File: config.mk
export PLATFORM = sky130hd
export DESIGN_NAME = ctrl_conv_mem_read
export DESIGN_NICKNAME = d
export VERILOG_FILES = /design/src/rtl/conv_pkg.sv /design/src/rtl/mod_counter.sv /design/src/rtl/ctrl_conv_mem_read.sv
export SDC_FILE = /design/constraint.sdc
export NUM_CORES = 1
export LEC_CHECK = 0
export ABC_CLOCK_PERIOD_IN_PS = 2200
export CAP_MARGIN = 40
export CORE_UTILIZATION = 47
export CTS_CLUSTER_DIAMETER = 80
export CTS_CLUSTER_SIZE = 16
export DETAILED_ROUTE_END_ITERATION = 7
export GPL_ROUTABILITY_DRIVEN = 0
export PLACE_DENSITY = 0.81
export SETUP_SLACK_MARGIN = 0.05
export SYNTH_ARGS = -nofsm -noshare
export SYNTH_HDL_FRONTEND = slang
export SYNTH_SLANG_ARGS = --single-unit
File: constraint.sdc
create_clock -name clk -period 2.2 [get_ports clk]
set_clock_uncertainty 0.15 [all_clocks]
set_input_delay 0.44 -clock clk [delete_from_list [all_inputs] [get_ports clk]]
set_output_delay 0.44 -clock clk [all_outputs]
set_load 0.005 [all_outputs]
File: src/rtl/conv_pkg.sv
// Shared types and helpers for the convolution read-side controller.
package conv_pkg;

  typedef enum logic [2:0] {
    ST_IDLE    = 3'd0,
    ST_COMPUTE = 3'd1,
    ST_WAIT    = 3'd2,
    ST_OUTPUT  = 3'd3,
    ST_RELOAD  = 3'd4
  } conv_rd_state_t;

  // Number of fully overlapped output positions for one x/f vector pair.
  function automatic int num_out(input int x_size, input int f_size);
    return x_size - f_size + 1;
  endfunction

endpackage

File: src/rtl/mod_counter.sv
// Up-counter with enable, synchronous clear and a terminal-count flag at MAX.
module mod_counter #(
  parameter int WIDTH = 3,
  parameter int MAX   = 7
) (
  input  logic             clk,
  input  logic             reset,
  input  logic             en,
  input  logic             clr,
  output logic [WIDTH-1:0] count,
  output logic             tc
);

  assign tc = (count == WIDTH'(MAX));

  // Clear wins over enable; enabling at MAX wraps to 0.
  always_ff @(posedge clk) begin
    if (reset || clr) begin
      count <= '0;
    end else if (en) begin
      count <= tc ? '0 : count + WIDTH'(1);
    end
  end

endmodule

File: src/rtl/ctrl_conv_mem_read.sv
// Read-side sequencer for the convolution datapath: walks x/f read addresses for
// every output, drives MAC enable/clear, hands results out, then reloads the memories.
module ctrl_conv_mem_read
  import conv_pkg::*;
#(
  parameter int X_SIZE       = 8,
  parameter int F_SIZE       = 4,
  parameter int X_ADDR_WIDTH = 3,
  parameter int F_ADDR_WIDTH = 2
) (
  input  logic                    clk,
  input  logic                    reset,
  input  logic                    x_loaded,
  input  logic                    f_loaded,
  output logic [X_ADDR_WIDTH-1:0] x_addr,
  output logic [F_ADDR_WIDTH-1:0] f_addr,
  output logic                    mac_en,
  output logic                    mac_clr,
  output logic                    m_valid,
  input  logic                    m_ready,
  output logic                    mem_reload,
  output conv_rd_state_t          state_dbg
);

  localparam int NUM_OUT = num_out(X_SIZE, F_SIZE);

  // Handshake: an output transfers on a rising clk edge where m_valid & m_ready
  // are both high. m_valid, once raised, holds until that transfer; m_ready is
  // only looked at while in ST_OUTPUT.

  conv_rd_state_t state, next_state;

  logic [F_ADDR_WIDTH-1:0] j;
  logic [X_ADDR_WIDTH-1:0] out_idx;
  logic j_en, j_clr, j_tc;
  logic out_en, out_clr, out_tc;
  logic handshake;

  mod_counter #(.WIDTH(F_ADDR_WIDTH), .MAX(F_SIZE - 1)) u_j_cnt (
    .clk   (clk),
    .reset (reset),
    .en    (j_en),
    .clr   (j_clr),
    .count (j),
    .tc    (j_tc)
  );

  mod_counter #(.WIDTH(X_ADDR_WIDTH), .MAX(NUM_OUT - 1)) u_out_cnt (
    .clk   (clk),
    .reset (reset),
    .en    (out_en),
    .clr   (out_clr),
    .count (out_idx),
    .tc    (out_tc)
  );

  assign handshake = (state == ST_OUTPUT) && m_valid && m_ready;
  assign f_addr    = j;
  assign state_dbg = state;

  always_ff @(posedge clk) begin
    if (reset) begin
      state <= ST_IDLE;
    end else begin
      state <= next_state;
    end
  end

  always_comb begin
    next_state = state;
    j_en       = 1'b0;
    j_clr      = 1'b0;
    out_en     = 1'b0;
    out_clr    = 1'b0;
    case (state)
      ST_IDLE: begin
        j_clr   = 1'b1;
        out_clr = 1'b1;
        if (x_loaded && f_loaded) next_state = ST_COMPUTE;
      end
      ST_COMPUTE: begin
        // j parks on its last tap so addresses stay frozen through WAIT/OUTPUT.
        if (j_tc) next_state = ST_WAIT;
        else      j_en       = 1'b1;
      end
      ST_WAIT: next_state = ST_OUTPUT;
      ST_OUTPUT: begin
        if (handshake) begin
          if (out_tc) begin
            next_state = ST_RELOAD;
          end else begin
            out_en     = 1'b1;
            j_clr      = 1'b1;
            next_state = ST_COMPUTE;
          end
        end
      end
      ST_RELOAD: begin
        j_clr      = 1'b1;
        out_clr    = 1'b1;
        next_state = ST_IDLE;
      end
      default: next_state = ST_IDLE;
    endcase
  end

  // x_addr is kept as its own register tracking out_idx + j, so it needs no adder
  // after the counters and has no path from m_ready.
  always_ff @(posedge clk) begin
    if (reset) begin
      x_addr <= '0;
    end else if (j_clr) begin
      x_addr <= out_en ? out_idx + X_ADDR_WIDTH'(1) : '0;
    end else if (j_en) begin
      x_addr <= x_addr + X_ADDR_WIDTH'(1);
    end
  end

  always_ff @(posedge clk) begin
    if (reset) begin
      mac_en     <= 1'b0;
      mac_clr    <= 1'b0;
      m_valid    <= 1'b0;
      mem_reload <= 1'b0;
    end else begin
      mac_en     <= (state == ST_COMPUTE);
      mac_clr    <= (state == ST_COMPUTE) && (j == '0);
      m_valid    <= (next_state == ST_OUTPUT);
      mem_reload <= (next_state == ST_RELOAD);
    end
  end

endmodule

### Word level (Yosys, flattened, before mapping)

Index checks and enable logic that the tools add are counted.

| storage, ports and cells | value |
|---|---|
| output and inout bits | 12 |
| bits in registers | 15 |
| logic and storage cells | 46 |
| input bits | 5 |

| cells by class | value |
|---|---|
| add/sub/neg operators | 3 |
| reduce and logical (&&, ||, !) cells | 10 |
| mux-type cells | 17 |
| equality and inequality tests | 8 |

Operators by type and width:

| operator | number |
|---|---|
| $mux 3 | 8 |
| $pmux 3 s4 | 1 |
| $eq 3x2->1 const B | 3 |
| $eq 3x3->1 const B | 3 |
| $add 3x1->3 const B | 2 |
| $mux 1 | 6 |
| $logic_and 1x1->1 | 4 |
| $eq 3x1->1 const B | 1 |
| $logic_not 3->1 | 1 |
| $add 2x1->2 const B | 1 |
| $eq 2x2->1 const B | 1 |
| $logic_not 2->1 | 1 |
| $logic_or 1x1->1 | 2 |
| $mux 2 | 1 |
| $pmux 1 s2 | 1 |
| $reduce_bool 2->1 | 1 |
| $reduce_or 2->1 | 1 |

### Depth between registers and ports, before layout

Gate-level depths: netlist (run 1).

| logic depth | value |
|---|---|
| depth in word-level cells | 7 |
| gate-level depth with buffers | 6 |
| gate-level depth less buffers | 6 |

### Hierarchy

Synthesis (run 1) repeated with hierarchy kept, for this count alone.

| unflattened totals | value |
|---|---|
| cells, all modules | 72 |
| area, all modules | 768.2 µm² |

Modules (own cells, without submodules):

| module | instances | sequential area each (µm²) | cells each | area an instance (µm²) |
|---|---|---|---|---|
| ctrl_conv_mem_read | 1 | 200.2 | 47 | 501.7 |
| mod_counter at u_out_cnt | 1 | 60.1 | 17 | 171.4 |
| mod_counter at u_j_cnt | 1 | 40.0 | 8 | 95.1 |

### Worst setup path before layout (run 1)

OpenSTA, ideal clock, no wires.

| timing | value |
|---|---|
| path type | register to register |
| start | register u_j_cnt.count[0] |
| end | register x_addr[2] |
| required time | 1.966 ns |
| cell stages (with the launch flop) | 6 |
| arrival | 1.354 ns |
| slack | 0.611 ns |
| period minus slack after synthesis | 1.589 ns |
| setup time | 0.084 ns |
| buffers on the path | 0 |
| path through | dfxtp_1 > ha_1 > nor4b_4 > nand2_2 > xor2_1 > o31ai_2 |

| on the way | value |
|---|---|
| word-level cells in the longest chain between the ends | 4 |

Ends and longest elaborated chain:

| item | line | source |
|---|---|---|
| start: declaration | mod_counter.sv:10 | `output logic [WIDTH-1:0] count,` |
| start signal: assignment | mod_counter.sv:21 | `count <= tc ? '0 : count + WIDTH'(1);` |
| $eq 2x2->1 | mod_counter.sv:14 | `assign tc = (count == WIDTH'(MAX));` |
| $mux 1 | ctrl_conv_mem_read.sv:83 | `if (j_tc) next_state = ST_WAIT;` |
| $mux 1 | ctrl_conv_mem_read.sv:75 | `case (state)` |
| $reduce_bool 2->1 (no source line) | -- |  |
| end signal: assignment | ctrl_conv_mem_read.sv:113 | `x_addr <= out_en ? out_idx + X_ADDR_WIDTH'(1) : '0;` |
| end signal: assignment | ctrl_conv_mem_read.sv:115 | `x_addr <= x_addr + X_ADDR_WIDTH'(1);` |
| end: declaration | ctrl_conv_mem_read.sv:15 | `output logic [X_ADDR_WIDTH-1:0] x_addr,` |

No other way between the ends.
A chain may end at the register's enable or synchronous reset.

### Worst setup path after layout (run 1)

| timing | value |
|---|---|
| start | register state[1] (netlist: state_dbg[1]) |
| end | output port state_dbg[1] |

RTL lines:

| item | line | source |
|---|---|---|
| start: declaration | ctrl_conv_mem_read.sv:31 | `conv_rd_state_t state, next_state;` |
| start signal: assignment | ctrl_conv_mem_read.sv:65 | `state <= next_state;` |
| end: declaration | ctrl_conv_mem_read.sv:22 | `output conv_rd_state_t state_dbg` |

No word-level cell between the ends.

==> results of run 1 <==
-- layout by cell type (no fill, tap or decap), types with 2 or more instances in the layout --
cell | netlist | routed
dfxtp_1 | 15 | 15
nor4_1 | 2 | 2
nand3_1 | 3 | 3
a21oi_1 | 4 | 4
o21ai_0 | 3 | 3
nand2_1 | 2 | 2
xnor2_1 | 2 | 2
nor3_1 | 3 | 3
clkdlybuf4s50_1 | 0 | 16
and3_1 | 3 | 3
a31oi_1 | 2 | 2
xor2_1 | 3 | 3
ha_1 | 5 | 5
clkbuf_4 | 0 | 3
inv_1 | 5 | 5
nor2_1 | 9 | 9
-- cells by family after synthesis --
| kind of cell | count (synthesis) | share of synthesized area [%] |
|---|---|---|
| AO/OA/AOI/OAI | 13 | 11.91 |
| AND/OR/NAND/NOR | 31 | 25.05 |
| flip-flops | 15 | 42.03 |
| adder cells (fa/ha/maj) | 5 | 8.757 |
| buffers and inverters | 7 | 4.728 |
| multiplexers | 1 | 1.401 |
| XOR/XNOR | 5 | 6.131 |
-- path summary, 6_finish.rpt --
check,end,slack [ns]
max reg2reg,x_addr[2]$_SDFFE_PP0P_,0.44
min,u_out_cnt.count[1]$_SDFFE_PP0P_,0.33
max,state_dbg[1],0.24
min reg2reg,u_out_cnt.count[1]$_SDFFE_PP0P_,0.33
-- Yosys cell counts, drive strengths merged, types with 2 or more instances --
cell and number:
o21ai 3, nor3 3, nor4 2, and3 3, nand2 3, xor2 3
nor2 9, nand3 3, a31oi 2, xnor2 2, a21oi 4, ha 5
inv 5, dfxtp 15
-- area by class of cell --
type	count	area, um^2	area share [%]
Multi-Input combinational cell	55	380.4	41.70
Sequential cell	15	300.3	32.92
Timing Repair Buffer	17	167.7	18.38
Clock buffer	4	26.28	2.881
Inverter	5	18.77	2.058
Tap cell	15	18.77	2.058
-- worst min-delay path, stage by stage (launching register included) --
cell and delay [ns]:
dfxtp_1 0.33, nand2_1 0.06, a21oi_1 0.05
-- layer usage --
| metal | up-vias | wire length [um] |
|---|---|---|
| met3 | 5 | 102 |
| met2 | 26 | 684 |
| li1 | 307 | - |
| met1 | 291 | 590 |
| met4 | 0 | 34 |
| met5 | - | 0 |
-- state kept, by name (all words and copies together), names as in the netlist --
signal and flops:
state_dbg 3, u_out_cnt.count 3, x_addr 3, u_j_cnt.count 2
m_valid 1, mac_clr 1, mac_en 1, mem_reload 1
-- metrics by stage --
step	setup WS (ns)	power, W	instance area [um^2]	hold WS, ns
6_report	0.2360	0.0004773	912.1	0.3278
5_1_grt	0.1350	0.0004982	912.1	0.3594
4_1_cts	0.2302	0.0004820	912.1	0.3331
3_3_place_gp	0.2543	0.0003275	885.9	0.3127
3_5_place_dp	0.2219	0.0003289	885.9	0.3213
2_1_floorplan	0.6111	0.0003070	714.4	0.2996
-- power by group --
part | switching, W | internal [W] | leakage (nW)
logic | 0.0000184 | 0.0000242 | 0.212
registers | 0.00000438 | 0.000276 | 0.121
clock network | 0.0000843 | 0.0000704 | 0.0150
total | 0.000107 | 0.000370 | 0.349
==> impl_results.md, run 1 <==
* Outcome: complete, no violations
* Fin. max-slew vios at 0
* Layout cells sized above 1 at between 8 and 9%
* Met1 Usage GRT at a little under a quarter
* Antenna violations before repair at 0
* Final ANT Viol Nets at 0
* Placed insts at approximately 110
* CP Capture Type: primary output
* Vias in the first global route at 565
* Via density at 5.667
* Distinct cells, synth at 30
* Global-route wire length before repair at about 2.3 mm
* Top delay family on crit path: buffers and inverters
* Power per Cell Area at ~520 mW/mm^2
* Slew @ Worst Pin at approximately 0.48 ns
* R2R cell count at 5
* CTS Sinks at 15
* Total GRT Usage at between 20% and 30%
* TritonCTS clock tree: built
* Worst hold path class: reg2reg
* Initial Util at a little over half
* HPWL Detailed at ~1.1 mm
* CP Launch Point: state_dbg[1]$_SDFF_PP0_
* Via Count at approximately 630
* Crit Path Max Fanout at 10
* Crit-path cells: clkdlybuf4s50_1
* Slowest-stage cell, CP: clkdlybuf4s50_1
* Largest net degree at the start of global routing at 11
* Cell Rows at 13
* Final Cycle Share at 89.27%
* Die W at ~41 um
* Worst hold stages at 2
* Final wirelength at between 1 and 1.5 mm
* Worst path depth at 1
* Global routing's busiest layer: met2
* Largest stage delay, worst path at ~0.57 ns
* Die area at 0.001680 mm^2
* Sequential fraction of the synthesis area at 42.03%
* IO Count at 17
* Cts repair resizes at 0
* Final Hold Vio Count at 0
* Crit path DAT at between 1 and 1.5 ns
* Mapped cell area at approximately 710 um^2
* Cell taking the most area after synthesis: dfxtp_1
* Final nets at 107
* WS Path Type: reg2out
* Pre-Repair DR Iteration Count at 4
* RSZ-0062 raised after global routing: false
* Total CTS buffers at 3
* Setup Buffers After CTS at 0
* I/O Buffers at 16
* Die H at between 40 and 50 um
* Max_cap viols at 0
* Root Buffer: clkbuf_4
* Avg WL per Cell at around 13 um
* CTS Buffer Depth at 2
* Mean Syn Cell Area at between 9 and 10 um^2
* Core area at approximately 0.0014 mm^2
* Synth Register Bits at 15
* # fillers at approximately 110
* Yosys top cell area share at 42.03%
* Static Leak at around 0.35 nW
* Area Overhead vs Synth at 27.67%
* H-tree levels at 1
* R2R Path Start: u_j_cnt.count[0]$_SDFFE_PP0P_
* Met2 global-route usage at between 30 and 40%
* Core Util, Final at between 60% and 70%
* FFs w/ async S/R, synth at 0%
* Initial DRC Count at 26
* Startpoint class of the critical path: flop
* VDD IR max at slightly above 300 uV
* DRC errors left at 0
* Final TNS setup at 0 ns
* Fmax achieved at roughly 500 MHz
* Slew Limit Headroom at between 60% and 70%
* Worst Path Buf+Inv at 1
* YS warnings at 0
* Hold_buf cts at 0
* Syn nets at between 80 and 90
* Antenna diodes at 0
* EDFF count, synth at 0
* Top FF cell, synth: dfxtp_1
* Worst EP required at 1.61 ns
* Endpoints failing setup at 0
* Cell Count, Final, Fillers Out at 111
* HP Start: u_out_cnt.count[1]$_SDFFE_PP0P_
* Clock-pin slew on the worst setup and hold paths at about 0.090 ns
* Min Tclk post-route at between 1.5 and 2 ns
* Met3 usage at roughly 3.3%
* Post-Synthesis Cells at slightly below 80
* Synth area leaders: dfxtp_1 (42%), ha_1 (8.8%), nor2_1 (4.7%), xor2_1 (3.7%), nor4b_4 (3.3%)
* Grt total ovfl at 0
* Clock Latency Late Sink at about 0.28 ns
No activity file was read; power rests on OpenSTA's default activity.
==> run 2: changes to the inputs <==
--- a/config.mk
+++ b/config.mk
@@ -9,7 +9,7 @@
 export CAP_MARGIN = 40
 export CORE_UTILIZATION = 47
 export CTS_CLUSTER_DIAMETER = 80
-export CTS_CLUSTER_SIZE = 16
+export CTS_CLUSTER_SIZE = 30
 export DETAILED_ROUTE_END_ITERATION = 7
 export GPL_ROUTABILITY_DRIVEN = 0
 export PLACE_DENSITY = 0.81
==> results of run 2 <==
The final DEF is identical to that of run 1; final timing and power are the same.
